File: src/rtl/led_scan_ctrl.sv
// Multiplexed 8-digit LED scan controller. Each digit slot starts with a dark
// gap, then drives one digit. New content is swapped in only at frame boundaries.
module led_scan_ctrl #(
  parameter int DIV_MAX = 50000,
  parameter int GAP_CYC = 16
) (
  input  logic        clk,
  input  logic        rst_n,
  input  logic        en,
  input  logic        load,
  input  logic [31:0] data_in,
  input  logic [7:0]  dp_in,
  input  logic [7:0]  blank_in,
  output logic        ready,
  output logic [4:0]  seg_ctrl,
  output logic [7:0]  an,
  output logic        frame_done
);

  localparam int TW = (DIV_MAX > 1) ? $clog2(DIV_MAX) : 1;
  localparam logic [TW-1:0] TICK_LAST = TW'(DIV_MAX - 1);
  localparam logic [TW-1:0] GAP_LAST  = TW'(GAP_CYC - 1);

  typedef enum logic [1:0] {IDLE, GAP, SHOW} state_t;

  state_t        state;
  logic [TW-1:0] tick;
  logic [2:0]    idx;
  logic [31:0]   act_data;
  logic [31:0]   pend_data;
  logic [7:0]    act_dp;
  logic [7:0]    pend_dp;

  logic          boundary;
  logic          transfer;
  logic [2:0]    next_idx;
  logic [31:0]   next_data;
  logic [7:0]    next_dp;
  logic [7:0]    digit_an;

  function automatic logic [4:0] seg_of(input logic [31:0] d, input logic [7:0] p,
                                        input logic [2:0] i);
    return {p[i], d[{i, 2'b00} +: 4]};
  endfunction

  // ready=0 doubles as the "pending load present" flag
  assign boundary  = en && (state == SHOW) && (idx == 3'd7) && (tick == TICK_LAST);
  assign transfer  = boundary && !ready;
  assign next_idx  = idx + 3'd1;
  assign next_data = transfer ? pend_data : act_data;
  assign next_dp   = transfer ? pend_dp   : act_dp;
  assign digit_an  = blank_in[idx] ? 8'hFF : ~(8'b1 << idx);

  always_ff @(posedge clk or negedge rst_n) begin
    if (!rst_n) begin
      state      <= IDLE;
      tick       <= '0;
      idx        <= '0;
      an         <= 8'hFF;
      seg_ctrl   <= 5'h00;
      ready      <= 1'b1;
      frame_done <= 1'b0;
      act_data   <= '0;
      act_dp     <= '0;
      pend_data  <= '0;
      pend_dp    <= '0;
    end else begin
      frame_done <= boundary;

      // A load taken on the boundary cycle itself waits for the next boundary
      if (transfer) begin
        act_data <= pend_data;
        act_dp   <= pend_dp;
        ready    <= 1'b1;
      end else if (load && ready) begin
        pend_data <= data_in;
        pend_dp   <= dp_in;
        ready     <= 1'b0;
      end

      if (!en) begin
        state <= IDLE;
        tick  <= '0;
        idx   <= '0;
        an    <= 8'hFF;
      end else begin
        case (state)
          IDLE: begin
            state    <= GAP;
            tick     <= '0;
            idx      <= '0;
            an       <= 8'hFF;
            seg_ctrl <= seg_of(act_data, act_dp, 3'd0);
          end
          GAP: begin
            tick <= tick + 1'b1;
            if (tick == GAP_LAST) begin
              state <= SHOW;
              an    <= digit_an;
            end else begin
              an <= 8'hFF;
            end
          end
          SHOW: begin
            if (tick == TICK_LAST) begin
              state    <= GAP;
              tick     <= '0;
              idx      <= next_idx;
              an       <= 8'hFF;
              seg_ctrl <= seg_of(next_data, next_dp, next_idx);
            end else begin
              tick <= tick + 1'b1;
              an   <= digit_an;
            end
          end
          default: begin
            state <= IDLE;
            tick  <= '0;
            idx   <= '0;
            an    <= 8'hFF;
          end
        endcase
      end
    end
  end

endmodule

File: config.mk
export PLATFORM = sky130hd
export DESIGN_NAME = led_scan_ctrl
export DESIGN_NICKNAME = d
export VERILOG_FILES = /design/src/rtl/led_scan_ctrl.sv
export SDC_FILE = /design/constraint.sdc
export NUM_CORES = 1
export LEC_CHECK = 0
export ABC_AREA = 1
export CAP_MARGIN = 40
export CORE_UTILIZATION = 50
export CTS_CLUSTER_SIZE = 10
export DETAILED_ROUTE_END_ITERATION = 10
export PLACE_DENSITY = 0.83
export SLEW_MARGIN = 20
export SYNTH_ARGS = -nofsm -noshare
export SYNTH_HDL_FRONTEND = slang
export SYNTH_SLANG_ARGS = --single-unit
File: constraint.sdc
create_clock -name clk -period 4.82 [get_ports clk]
set_clock_uncertainty 0.1 [all_clocks]
set_input_delay 0.482 -clock clk [delete_from_list [all_inputs] [get_ports clk]]
set_output_delay 0.482 -clock clk [all_outputs]
set_load 0.02 [all_outputs]
; Word level (Yosys, flattened, before mapping)
; Cells that the tools add are included.
; W data, S select, Z words.
[totals]
reg_bits = 116
input_bits = 52
output_inout_bits = 15
wordCells = 66
[op_classes]
add_sub_neg = 2
n_lt_le_gt_ge = 2
eq_ne = 9
n_shift = 2
muxes = 25
bitwise = 2
n_reduce_logical = 13
[ops]
columns = op, count
row1 = $mux W8, 5
row2 = $mux W16, 2
row3 = $mux W32, 1
row4 = $pmux W16 S2, 1
row5 = $shiftx A32 B6 Y4, 1
row6 = $add A16 B1 Y16 const B, 1
row7 = $eq A16 B16 Y1 const B, 1
row8 = $eq A16 B4 Y1 const B, 1
row9 = $pmux W8 S2, 1
row10 = $pmux W5 S2, 1
row11 = $lt A3 B4 Y1 const B, 2
row12 = $not A8 Y8, 1
row13 = $shl A1 B3 Y8 const A, 1
row14 = $bmux W1 S3, 2
row15 = $mux W2, 3
row16 = $mux W3, 2
row17 = $pmux W2 S3, 1
row18 = $pmux W3 S2, 1
row19 = $reduce_and A2 Y1, 3
row20 = $logic_and A1 B1 Y1, 5
row21 = $mux W5, 1
row22 = $mux W1, 4
row23 = $reduce_bool A2 Y1, 2
row24 = $add A3 B1 Y3 const B, 1
row25 = other kinds (11), 11

; Depth between registers and ports, before layout
[logic_depth]
word_depth = 10
depth_mapped = 12
depth_no_buf = 11

; Worst setup path before layout
; No wires, ideal clock.
[synth_path]
path_type = reg2reg
start = reg idx[1]
end = reg seg_ctrl[1]
setup_ns = 0.122
arrival_time_ns = 1.612
required_ns = 4.598
path_slack_ns = 2.986
stages_incl_launch_ff = 13
n_path_buf = 1
period_less_slack_ns = 1.834
cell_sequence = dfrtp_1 > ha_1 > ha_1 > inv_1 > nor2_2 > nand4_2 > buf_2 > nand2_1 > nand3_1 > nand3_1 > nand3_1 > nand3_1 > a21oi_2
[synth_between]
elab_chain_len = 8
word_cells_on_any_way = 9
cone_classes = add/sub: 1 / eq/ne: 1 / shift: 1 / mux: 3 / reduce/logical: 3
[synth_lines]
columns = item, line_no
row1 = start: declaration, 28  ; logic [2:0] idx;
row2 = start signal: assignment, 108  ; idx <= next_idx;
row3 = $eq A3 B3 Y1, 47  ; assign boundary = en && (state == SHOW) && (idx == 3'd7) && (tick == TICK_LAST);
row4 = $logic_and A1 B1 Y1 (2 in series), 47
row5 = $logic_and A1 B1 Y1, 48  ; assign transfer = boundary && !ready;
row6 = $mux W32, n/a
row7 = $shiftx A32 B6 Y4 *, 43  ; return {p[i], d[{i, 2'b00} +: 4]};
row8 = $mux W5 *, 105  ; if (tick == TICK_LAST) begin
row9 = $pmux W5 S2 *, 87  ; case (state)
row10 = end signal: assignment, 93  ; seg_ctrl <= seg_of(act_data, act_dp, 3'd0);
row11 = end signal: assignment, 110  ; seg_ctrl <= seg_of(next_data, next_dp, next_idx);
row12 = end: declaration, 15  ; output logic [4:0] seg_ctrl,
; Mark *: on every way between the ends. The rest lies on a longest branch, timed or not. The select of a mux whose other input is x is not followed.
; A chain may end at the register's enable or synchronous reset.

; Worst setup path after layout
[layout_path]
start = reg state[0]
end = reg seg_ctrl[0]
[layout_between]
elab_chain_len = 9
word_cells_on_any_way = 13
cone_classes = eq/ne: 2 / shift: 1 / mux: 3 / reduce/logical: 7
[layout_lines]
columns = item, line_no
row1 = start: declaration, 26  ; state_t state;
row2 = start signal: assignment, 56  ; state <= IDLE;
row3 = start signal: assignment, 82  ; state <= IDLE;
row4 = start signal: assignment, 89  ; state <= GAP;
row5 = $eq A2 B2 Y1, "47, 87"
row6 = $logic_and A1 B1 Y1 (3 in series), 47
row7 = $logic_and A1 B1 Y1, 48
row8 = $mux W32, n/a
row9 = $shiftx A32 B6 Y4, 43
row10 = $mux W5, 105
row11 = $pmux W5 S2, 87
; Several ways; a longest one is shown, not always the timed one. The select of a mux whose other input is x is not followed.

==> impl_results.md <==
* Root Buffer: clkbuf_8
* Final instance area at 0.00691 mm2
* Gr usage total at 0.248
* Setup CP Type: reg -> reg
* Crit path capture type: register
* Antenna cell count at 0
* Synthesized cell area at 0.00551 mm2
* Die height at 107 um
* Remaining DRCs at 0
* Layout area overhead at 25.3%
* Leakage at 3.33 nW
* Fraction of registers with async set/reset at 1.00
* Pwr dens at 433 mW/mm2
* Clock slew at reported path FFs at 0.05 ns
* EDFF count, synth at 0
* CTS tree: done
* Post-synth top area share at 0.486
* Minimum clock period at 3.23 ns
* Die area at 0.0115 mm2
* Clk buf depth at 2
* Setup Fix Bufs, Post-CTS at 0
* Synth cell count leaders: nand2_1, dfrtp_1, nand3_1, nand4_1, mux2_2
* Num CTS Buffers at 17
* CP peak stage delay at 0.66 ns
* Post-synth cell types at 37
* Initial core utilization at 0.525
* Later-pin clock latency in the skew report at 0.52 ns
* Critical path's slowest cell: nor2_2
* Hold WC Path Type: in -> async
* Top cells by area, synth: dfrtp_1, mux2_2, nand2_1, nand3_1, nand4_1
* IO Pins at 67
* Pre-CTS WS at 1.60 ns
* # rows at 37
* Iter 0 DRT Violations at 455
* Most common cell in the synthesized netlist: nand2_1
* Predominant post-synthesis flop cell: dfrtp_1
* Core ar. at 0.0105 mm2
* Setup TNS at 0 ns
* Worst Max-Slew Pin Slew at 0.811 ns
* Total gr overflow at 0
* Sequential element share of the synthesized area at 0.528
* Via Count at 4620
* Average wire per standard cell at 17.0 um
* Mean Syn Cell Area at 9.64 um2
* DRT Wirelength at 13400 um
* Vias in the first global route at 4500
* Crit path max fanout at 23
* Die Width at 107 um
* Cell-by-cell trace of the critical path: inv_1 -> ha_1 -> nand2_1 -> nor2_2 -> buf_4 -> nand4_1 -> nand3_1 -> nand3_1 -> nand3_1 -> nand3_1 -> a21oi_2
* Antenna violations before repair at 0
* Reg-to-Reg Start: state[0]
* RSZ-0062 raised after global routing: no
* Final Hold Viols at 0
* Final setup margin at 1.59 ns
* I/O Buffers at 66
* Largest net degree at the start of global routing at 59
* Status: complete, no violations
* Most used cell, CP: nand3_1
* 1st-pass router iterations at 6
* Crit path arrival time at 3.58 ns
* # H-tree levels at 4
* Antenna-violating nets left at 0
* Number of synthesized register bits at 116
* Tcrit/Tclk final at 0.670
* Ys Warns at 0
* MaxCap Viol Count at 0
* First-pass GRT wire length at 21700 um
* Biggest area consumer among synthesized cells: dfrtp_1
* Critical Path Start Type: register
* Syn Inst Count at 572
* Fraction of layout cells with a size suffix above 1 at 0.180
* Max IR drop VDD at 0.227 mV
* Required @ worst endpoint at 5.17 ns
* Dpl cell area at 0.00625 mm2
* Final setup viols at 0
* Final Core Density at 0.657
* Routability cong. at 0.899
* Vias per inst at 5.88
* Worst setup path start: state[0]
* Fmax at 0.309 GHz
* Relative slew slack at 0.459
* Post-synthesis net count at 635
* Count of pins over their slew limit at 0
* Num Clock Sinks at 116
* Nets at 700
* HPWL after DPL at 8740 um
==> cells by family (layout without fill, tap and decap cells) <==
kind of cell               Yosys count  count (layout)  share of synthesized area
AOI/OAI and AO/OA                   47              47                     0.0520
xor gates and xnor gates             2               2                    0.00318
adders and majority gates           11              11                     0.0250
buffers and inverters               66             144                     0.0545
DFF                                116             116                      0.528
muxes                               40              40                     0.0817
and+or+nand+nor                    290             290                      0.255
==> power breakdown <==
| part | internal, W | switching, W |
|---|---|---|
| clock network | 0.000853 | 0.000445 |
| registers | 0.00105 | 0.0000369 |
| logic | 0.000238 | 0.000366 |
| total | 0.00214 | 0.000848 |
==> routing by layer <==
metal  GRT usage  share of wire
met1       0.318           0.41
met2       0.390           0.48
met3      0.0760          0.084
met4       0.106          0.034
met5           0              0
==> timing repair <==
item | CTS | global route
endpoints found under the hold margin | 19 | 0
endpoints found under the setup margin | 0 | 0
hold buffers | 1 | 0
gates resized for setup | 0 | 0
==> flip-flops by register name, summed over array words and instances (netlist names) <==
| name | cells |
|---|---|
| act_data | 32 |
| pend_data | 32 |
| tick | 16 |
| act_dp | 8 |
| an | 8 |
| pend_dp | 8 |
| seg_ctrl | 5 |
| idx | 3 |
| state | 2 |
| frame_done | 1 |
| ready | 1 |
==> worst paths after layout <==
kind | slack [ns] | cells past startpoint | to
setup / recovery | 1.59 | 11 | seg_ctrl[0]
hold / removal | 0.32 | 2 | tick[12]
setup reg to reg | 1.59 | 11 | seg_ctrl[0]
hold reg to reg | 0.38 | 2 | act_dp[4]
max in group asynchronous | 3.20 | 4 | pend_data[16]
min in group clk | 0.38 | 2 | act_dp[4]
==> worst max-delay path, delay by kind of cell (launching register included) <==
family,cells,cell delay (ns)
simple gates,7,1.49
buf+inv,2,0.52
fa+ha+maj,1,0.47
flops,1,0.40
compound gates,1,0.16
==> stage by stage <==
step | hold slack (ns) | instances | total power, W
CTS | 0.323 | 785 | 0.00299
detailed placement | 0.329 | 752 | 0.00169
global placement | 0.358 | 751 | 0.00166
floorplan | 0.0864 | 572 | 0.00145
global route | 0.334 | 786 | 0.00310
finish | 0.322 | 786 | 0.00299
==> area by class of cell <==
class,instances,area [um2]
clock buffers,20,435
clock inverters,12,180
fillers,770,3600
inverters,37,139
multi-input cells,390,2300
repair buffers,75,768
flip-flops and latches,116,2910
well taps,136,170
==> cells in the final DEF (no fill, tap or decap), types with 2 or more instances in the layout <==
master	n
ha_1	11
a21oi_2	5
nor2_1	25
buf_4	7
nand4_1	42
o21ai_0	11
clkinv_2	2
o21ai_1	7
bufinv_16	4
buf_16	2
clkinv_1	2
nor2_4	2
dfrtp_1	107
inv_2	3
clkbuf_16	16
o21a_1	2
dfstp_2	9
nand3_2	4
clkdlybuf4s50_1	65
clkinv_4	4
nor3_1	9
mux2_2	40
nor3_2	3
nor2_2	9
a21oi_1	13
inv_1	32
clkinvlp_4	2
o22ai_1	3
nor4_1	2
clkbuf_1	2
xor2_1	2
nor3b_1	2
nand3_1	78
nand2_1	112
clkbuf_8	2
Power figures use the tool's default switching activity.
